File: config.mk
export PLATFORM = sky130hd
export DESIGN_NAME = seq_wide_adder
export DESIGN_NICKNAME = d
export VERILOG_FILES = /design/src/rtl/seq_wide_adder_pkg.sv /design/src/rtl/seq_wide_adder_adder_nbit.sv /design/src/rtl/seq_wide_adder.sv
export SDC_FILE = /design/constraint.sdc
export NUM_CORES = 1
export LEC_CHECK = 0
export CAP_MARGIN = 20
export CORE_MARGIN = 4
export CORE_UTILIZATION = 30
export DETAILED_ROUTE_END_ITERATION = 6
export PLACE_DENSITY = 0.5
export SLEW_MARGIN = 20
export SYNTH_ARGS = -nofsm -noshare
export SYNTH_HDL_FRONTEND = slang
export SYNTH_SLANG_ARGS = --single-unit
File: constraint.sdc
create_clock -name clk -period 5.2 [get_ports clk]
set_input_delay 1.04 -clock clk [delete_from_list [all_inputs] [get_ports clk]]
set_output_delay 1.04 -clock clk [all_outputs]
set_load 0.01 [all_outputs]
File: src/rtl/seq_wide_adder_pkg.sv
// seq_wide_adder_pkg
//   Shared definitions for the sequential wide adder:
//   - state_e           : controller FSM states
//   - DEF_TOTAL_WIDTH   : default operand/result width
//   - DEF_CHUNK_WIDTH   : default width of the shared chunk adder
package seq_wide_adder_pkg;

    typedef enum logic [1:0] {
        ST_IDLE = 2'd0,
        ST_RUN  = 2'd1,
        ST_DONE = 2'd2
    } state_e;

    localparam int DEF_TOTAL_WIDTH = 64;
    localparam int DEF_CHUNK_WIDTH = 16;

endpackage

File: src/rtl/seq_wide_adder_adder_nbit.sv
// adder_nbit
//   WIDTH-bit adder with carry-in. It also exposes the carry into the MSB
//   (prev_cout_o), so the caller can form signed overflow.
//   ADDER_TYPE picks the implementation. "RIPPLE_ADDER" gives an explicit
//   ripple chain. Any other value gives the behavioural '+'.
// Ports:
//   a_i, b_i     in  WIDTH  operands
//   cin_i        in  1      carry-in
//   sum_o        out WIDTH  sum
//   cout_o       out 1      carry out of the MSB
//   prev_cout_o  out 1      carry into the MSB
module adder_nbit #(
    parameter int    WIDTH      = 16,
    parameter string ADDER_TYPE = "BEHAVIORAL_ADDER"
) (
    input  logic [WIDTH-1:0] a_i,
    input  logic [WIDTH-1:0] b_i,
    input  logic             cin_i,
    output logic [WIDTH-1:0] sum_o,
    output logic             cout_o,
    output logic             prev_cout_o
);

    if (ADDER_TYPE == "RIPPLE_ADDER") begin : g_ripple
        logic [WIDTH:0] c;
        always_comb begin
            c    = '0;
            c[0] = cin_i;
            for (int i = 0; i < WIDTH; i++) begin
                c[i+1] = (a_i[i] & b_i[i]) | (c[i] & (a_i[i] ^ b_i[i]));
            end
        end
        assign sum_o       = a_i ^ b_i ^ c[WIDTH-1:0];
        assign cout_o      = c[WIDTH];
        assign prev_cout_o = c[WIDTH-1];
    end else begin : g_behav
        logic [WIDTH:0] full;
        assign full        = {1'b0, a_i} + {1'b0, b_i} + {{WIDTH{1'b0}}, cin_i};
        assign sum_o       = full[WIDTH-1:0];
        assign cout_o      = full[WIDTH];
        // The sum bit is a^b^carry_in, so the carry into the MSB can be recovered from it.
        assign prev_cout_o = full[WIDTH-1] ^ a_i[WIDTH-1] ^ b_i[WIDTH-1];
    end

endmodule

File: src/rtl/seq_wide_adder.sv
// seq_wide_adder
//   A TOTAL_WIDTH add built from one shared CHUNK_WIDTH adder. The adder
//   processes one chunk per cycle.
//   chain=1 : the carry ripples between chunks, giving one wide add.
//   chain=0 : each chunk is an independent element add. Every element uses
//             the latched carry-in.
//   Optional macro SEQ_WIDE_ADDER_SUB_EN adds input 'sub'. When sub=1, b is
//   inverted and the carry-in is forced to 1, so the block computes a - b.
// Ports:
//   clk, rst_n           clock; synchronous active-low reset
//   in_valid / in_ready  operand handshake (in_ready only in IDLE)
//   a, b, cin, chain     operands, carry-in, mode
//   sub                  subtract (only with SEQ_WIDE_ADDER_SUB_EN)
//   out_valid/out_ready  result handshake
//   sum, cout, overflow  result, final carry, signed overflow of the top chunk
//   chunk_cout           per-chunk carry-out
//   busy                 high whenever the FSM is not in IDLE
module seq_wide_adder
    import seq_wide_adder_pkg::*;
#(
    parameter int    TOTAL_WIDTH = DEF_TOTAL_WIDTH,
    parameter int    CHUNK_WIDTH = DEF_CHUNK_WIDTH,
    parameter string ADDER_TYPE  = "BEHAVIORAL_ADDER",
    localparam int   NUM_CHUNKS  = TOTAL_WIDTH / CHUNK_WIDTH
) (
    input  logic                   clk,
    input  logic                   rst_n,
    input  logic                   in_valid,
    output logic                   in_ready,
    input  logic [TOTAL_WIDTH-1:0] a,
    input  logic [TOTAL_WIDTH-1:0] b,
    input  logic                   cin,
    input  logic                   chain,
`ifdef SEQ_WIDE_ADDER_SUB_EN
    input  logic                   sub,
`endif
    output logic                   out_valid,
    input  logic                   out_ready,
    output logic [TOTAL_WIDTH-1:0] sum,
    output logic                   cout,
    output logic                   overflow,
    output logic [NUM_CHUNKS-1:0]  chunk_cout,
    output logic                   busy
);

    if ((TOTAL_WIDTH % CHUNK_WIDTH) != 0 || NUM_CHUNKS < 2) begin : g_bad_cfg
        $fatal(1, "seq_wide_adder: TOTAL_WIDTH must be a multiple (>=2x) of CHUNK_WIDTH");
    end

    localparam int                IDX_W    = $clog2(NUM_CHUNKS);
    localparam logic [IDX_W-1:0]  LAST_IDX = IDX_W'(NUM_CHUNKS - 1);

    typedef logic [NUM_CHUNKS-1:0][CHUNK_WIDTH-1:0] chunks_t;

    // Subtraction is folded in at accept time. b is stored already
    // inverted and the carry-in is stored already forced to 1.
    logic in_sub;
`ifdef SEQ_WIDE_ADDER_SUB_EN
    assign in_sub = sub;
`else
    assign in_sub = 1'b0;
`endif

    logic [TOTAL_WIDTH-1:0] b_in;
    logic                   cin_in;
    assign b_in   = b ^ {TOTAL_WIDTH{in_sub}};
    assign cin_in = in_sub | cin;

    state_e             state_q, state_d;
    logic [IDX_W-1:0]   idx_q, idx_d;
    chunks_t            a_q, a_d, b_q, b_d, sum_q, sum_d;
    logic               cin_q, cin_d, chain_q, chain_d, carry_q, carry_d;
    logic               cout_q, cout_d, ovf_q, ovf_d;
    logic [NUM_CHUNKS-1:0] cc_q, cc_d;

    logic [CHUNK_WIDTH-1:0] add_sum;
    logic                   add_cout, add_prev;

    adder_nbit #(
        .WIDTH      (CHUNK_WIDTH),
        .ADDER_TYPE (ADDER_TYPE)
    ) u_adder (
        .a_i         (a_q[idx_q]),
        .b_i         (b_q[idx_q]),
        .cin_i       (carry_q),
        .sum_o       (add_sum),
        .cout_o      (add_cout),
        .prev_cout_o (add_prev)
    );

    always_ff @(posedge clk) begin
        if (!rst_n) begin
            state_q <= ST_IDLE;
            idx_q   <= '0;
            a_q     <= '0;
            b_q     <= '0;
            sum_q   <= '0;
            cin_q   <= 1'b0;
            chain_q <= 1'b0;
            carry_q <= 1'b0;
            cout_q  <= 1'b0;
            ovf_q   <= 1'b0;
            cc_q    <= '0;
        end else begin
            state_q <= state_d;
            idx_q   <= idx_d;
            a_q     <= a_d;
            b_q     <= b_d;
            sum_q   <= sum_d;
            cin_q   <= cin_d;
            chain_q <= chain_d;
            carry_q <= carry_d;
            cout_q  <= cout_d;
            ovf_q   <= ovf_d;
            cc_q    <= cc_d;
        end
    end

    always_comb begin
        state_d = state_q;
        idx_d   = idx_q;
        a_d     = a_q;
        b_d     = b_q;
        sum_d   = sum_q;
        cin_d   = cin_q;
        chain_d = chain_q;
        carry_d = carry_q;
        cout_d  = cout_q;
        ovf_d   = ovf_q;
        cc_d    = cc_q;
        unique case (state_q)
            ST_IDLE: begin
                if (in_valid) begin
                    a_d     = a;
                    b_d     = b_in;
                    cin_d   = cin_in;
                    chain_d = chain;
                    carry_d = cin_in;
                    idx_d   = '0;
                    sum_d   = '0;
                    cc_d    = '0;
                    cout_d  = 1'b0;
                    ovf_d   = 1'b0;
                    state_d = ST_RUN;
                end
            end
            ST_RUN: begin
                sum_d[idx_q] = add_sum;
                cc_d[idx_q]  = add_cout;
                // In element mode every chunk restarts from the latched carry-in.
                carry_d      = chain_q ? add_cout : cin_q;
                idx_d        = idx_q + 1'b1;
                if (idx_q == LAST_IDX) begin
                    cout_d  = add_cout;
                    ovf_d   = add_prev ^ add_cout;
                    state_d = ST_DONE;
                end
            end
            ST_DONE: begin
                if (out_ready) state_d = ST_IDLE;
            end
            default: state_d = ST_IDLE;
        endcase
    end

    assign in_ready   = (state_q == ST_IDLE);
    assign out_valid  = (state_q == ST_DONE);
    assign busy       = (state_q != ST_IDLE);
    assign sum        = sum_q;
    assign cout       = cout_q;
    assign overflow   = ovf_q;
    assign chunk_cout = cc_q;

endmodule
==> flow_metrics.env <==
export IMPL_worst_slew_pin_slew_ns=1.06
export IMPL_yosys_warnings=0
export IMPL_drive_gt1_frac=0.0711
export IMPL_dpl_hpwl_um=21200
export IMPL_layout_nets=1310
export IMPL_cts_clk_slew_worst_paths_ns=0.06
export IMPL_dr_first_iter_drc_count=373
export IMPL_grt_pass1_vias=7459
export IMPL_status="finished clean"
export IMPL_fmax_mhz=273
export IMPL_clkLatencyLatePin_ns=0.50
export IMPL_synth_cell_types=45
export IMPL_crit_path_end_kind="register"
export IMPL_root_buffer="clkbuf_16"
export IMPL_start_util=0.305
export IMPL_core_area_um2=29700
export IMPL_rsz0062_at_grt="false"
export IMPL_cts_buffers_inserted=23
export IMPL_r2r_end="overflow"
export IMPL_synth_area_top_cells="dfxtp_1, nand2_1, a21boi_0"
export IMPL_synth_commonest_cells="nand2_1, dfxtp_1, a21boi_0"
export IMPL_placed_cells=1520
export IMPL_arrival_ns=4.09
export IMPL_relSlewSlack=0.291
export IMPL_ctsResizeCount=0
export IMPL_clock_skew_ns=0.00895
export IMPL_port_buffers=206
export IMPL_fin_crit_ns=3.67
export IMPL_start_kind="register"
export IMPL_finalSetupViolations=0
export IMPL_antenna_cells=0
export IMPL_syn2layout_area_growth_pct=33.6
export IMPL_synth_area_um2=9060
export IMPL_cts_tree="done"
export IMPL_fin_crit_sh=0.705
export IMPL_avgSynthCellArea_um2=9.15
export IMPL_ff2ff_path_depth=12
export IMPL_postCtsHoldBufs=0
export IMPL_vias=7420
export IMPL_path_class="reg -> reg"
export IMPL_dieArea_um2=33000
export IMPL_hold_class="reg -> reg"
export IMPL_synth_cells=990
export IMPL_powerDensity_nw_per_um2=313
export IMPL_die_h_um=182
export IMPL_die_x_um=182
export IMPL_synth_area_leader_cell="dfxtp_1"
export IMPL_worstHoldPathCells=2
export IMPL_crit_fanout=30
export IMPL_boundaryPins=207
export IMPL_clock_sinks=205
export IMPL_final_cells=1558
export IMPL_rows=63
export IMPL_synth_ff_type="dfxtp_1"
export IMPL_worstPathRequired_ns=5.62
export IMPL_yosysSeqAreaShare=0.453
export IMPL_drc=0
export IMPL_r2r_start="idx_q[1]"
export IMPL_wl_per_cell_um=18.4
export IMPL_ys_ff_latch=205
export IMPL_antenna_found_initial=0
export IMPL_fillers=2990
export IMPL_whs_endpoint="b_q[43]"
export IMPL_cts_path_max_buffers=3
export IMPL_vias_per_cell=4.76
export IMPL_setup_tns_ns=0
export IMPL_gp_congestion=0.795
export IMPL_dr_pass1_iters=4
export IMPL_maxCapViolations=0
export IMPL_synth_nets=1145
export IMPL_synth_top_area_share=0.453
export IMPL_hold_ws_ns=0.460
export IMPL_grt_start_max_net_pins=123
export IMPL_htree_levels=1
export IMPL_synth_edf_count=0
export IMPL_drv_slew=0
export IMPL_cts_setup_buffers=0
export IMPL_drt_wl_total_um=28600
export IMPL_vdd_drop_max_uv=181
export IMPL_grt_pass1_wl_um=43800
export IMPL_hold_path_startpoint="b_q[43]"
export IMPL_async_flop_share=0
export IMPL_hold_viol=0
export IMPL_p_leak_uw=0.00427
export IMPL_grt_overflow=0
export IMPL_grt_usage=0.167
export IMPL_ant_nets=0
export IMPL_rrSetupSlack_ns=1.53
export IMPL_yosysMostFrequentCell="nand2_1"
-- where the power goes --
part / internal (µW) / switching (µW) / total, µW
sequential: 1640 / 51.8 / 1700
combinational: 257 / 290 / 547
clock: 930 / 618 / 1550
total: 2830 / 960 / 3790
-- worst max path at each step --
| stage | start | to | slack, ns | cells after the start |
|---|---|---|---|---|
| 2_1_floorplan | idx_q[0] | overflow | 1.43 | 13 |
| 6_report | idx_q[1] | overflow | 1.53 | 12 |
| 4_1_cts | idx_q[0] | overflow | 1.51 | 10 |
| 3_5_place_dp | idx_q[1] | overflow | 1.51 | 12 |
| 5_1_grt | idx_q[0] | overflow | 1.23 | 10 |
| 3_3_place_gp | idx_q[0] | overflow | 1.59 | 10 |
-- layout make-up --
cell class	count	area (µm²)	area share
clock inverters	2	35.0	0.00289
flip-flops and latches	205	4110	0.339
multi-input cells	705	4640	0.383
inverters	7	26.3	0.00217
well taps	390	488	0.0403
clock buffers	36	674	0.0557
repair buffers	213	2140	0.177
-- kinds of logic (layout without fill, tap and decap cells) --
family / Yosys count / count (layout) / synth area share
AOI/OAI and AO/OA: 246 / 246 / 0.196
xor gates and xnor gates: 16 / 16 / 0.0191
adders and majority gates: 21 / 21 / 0.0307
buffers and inverters: 80 / 258 / 0.0366
DFF: 205 / 205 / 0.453
muxes: 32 / 32 / 0.0800
and+or+nand+nor: 390 / 390 / 0.184
-- registers in the layout, summed over array words and instances, names as in the netlist --
| name | count |
|---|---|
| carry_q | 1 |
| overflow | 1 |
| idx_q | 2 |
| state_q | 2 |
| chain_q | 1 |
| b_q | 64 |
| sum | 64 |
| a_q | 64 |
| cin_q | 1 |
| cout | 1 |
| chunk_cout | 4 |
-- cells in the final DEF, fill, tap and decap left out, drive strengths merged, types with 4 or more instances in the layout --
master and count:
mux4 32, buf 8, o21a 4, a21oi 25, and2 9, xor2 6
nor2 16, clkdlybuf4s50 205, dfxtp 205, nand2 293, inv 7, xnor2 9
nor2b 60, o22ai 8, ha 19, clkbuf 36, a21boi 131, a22oi 52
o21ai 15
-- per-layer routing --
metal | wire length [µm] | share of wire | vias up | global-route usage
met1 | 13500 | 0.47 | 3509 | 0.229
met5 | 0 | 0 | - | 0
met3 | 1220 | 0.043 | 29 | 0.0276
li1 | - | - | 3717 | -
met4 | 548 | 0.019 | 0 | 0.0333
met2 | 13300 | 0.46 | 165 | 0.281
-- critical path, stage by stage (launching register included) --
cell      delay (ns)
dfxtp_2         0.38
buf_4           0.40
mux4_2          0.40
fa_1            0.46
inv_1           0.09
fa_1            0.20
nand2b_1        0.12
a21oi_1         0.11
a31oi_2         0.27
o211ai_2        0.20
a211oi_4        0.37
xnor3_1         0.45
a21oi_1         0.14
-- through the flow --
| step | util | setup WS [ns] | total power [µW] | instance area [µm²] |
|---|---|---|---|---|
| after floorplan | - | 1.43 | 2020 | 9060 |
| after global placement | 0.383 | 1.59 | 2280 | 11400 |
| after detailed placement | 0.383 | 1.51 | 2280 | 11400 |
| after CTS | 0.407 | 1.51 | 3840 | 12100 |
| after global routing | 0.407 | 1.23 | 3950 | 12100 |
| final | 0.407 | 1.53 | 3790 | 12100 |
(Power assumes the default switching activity.)
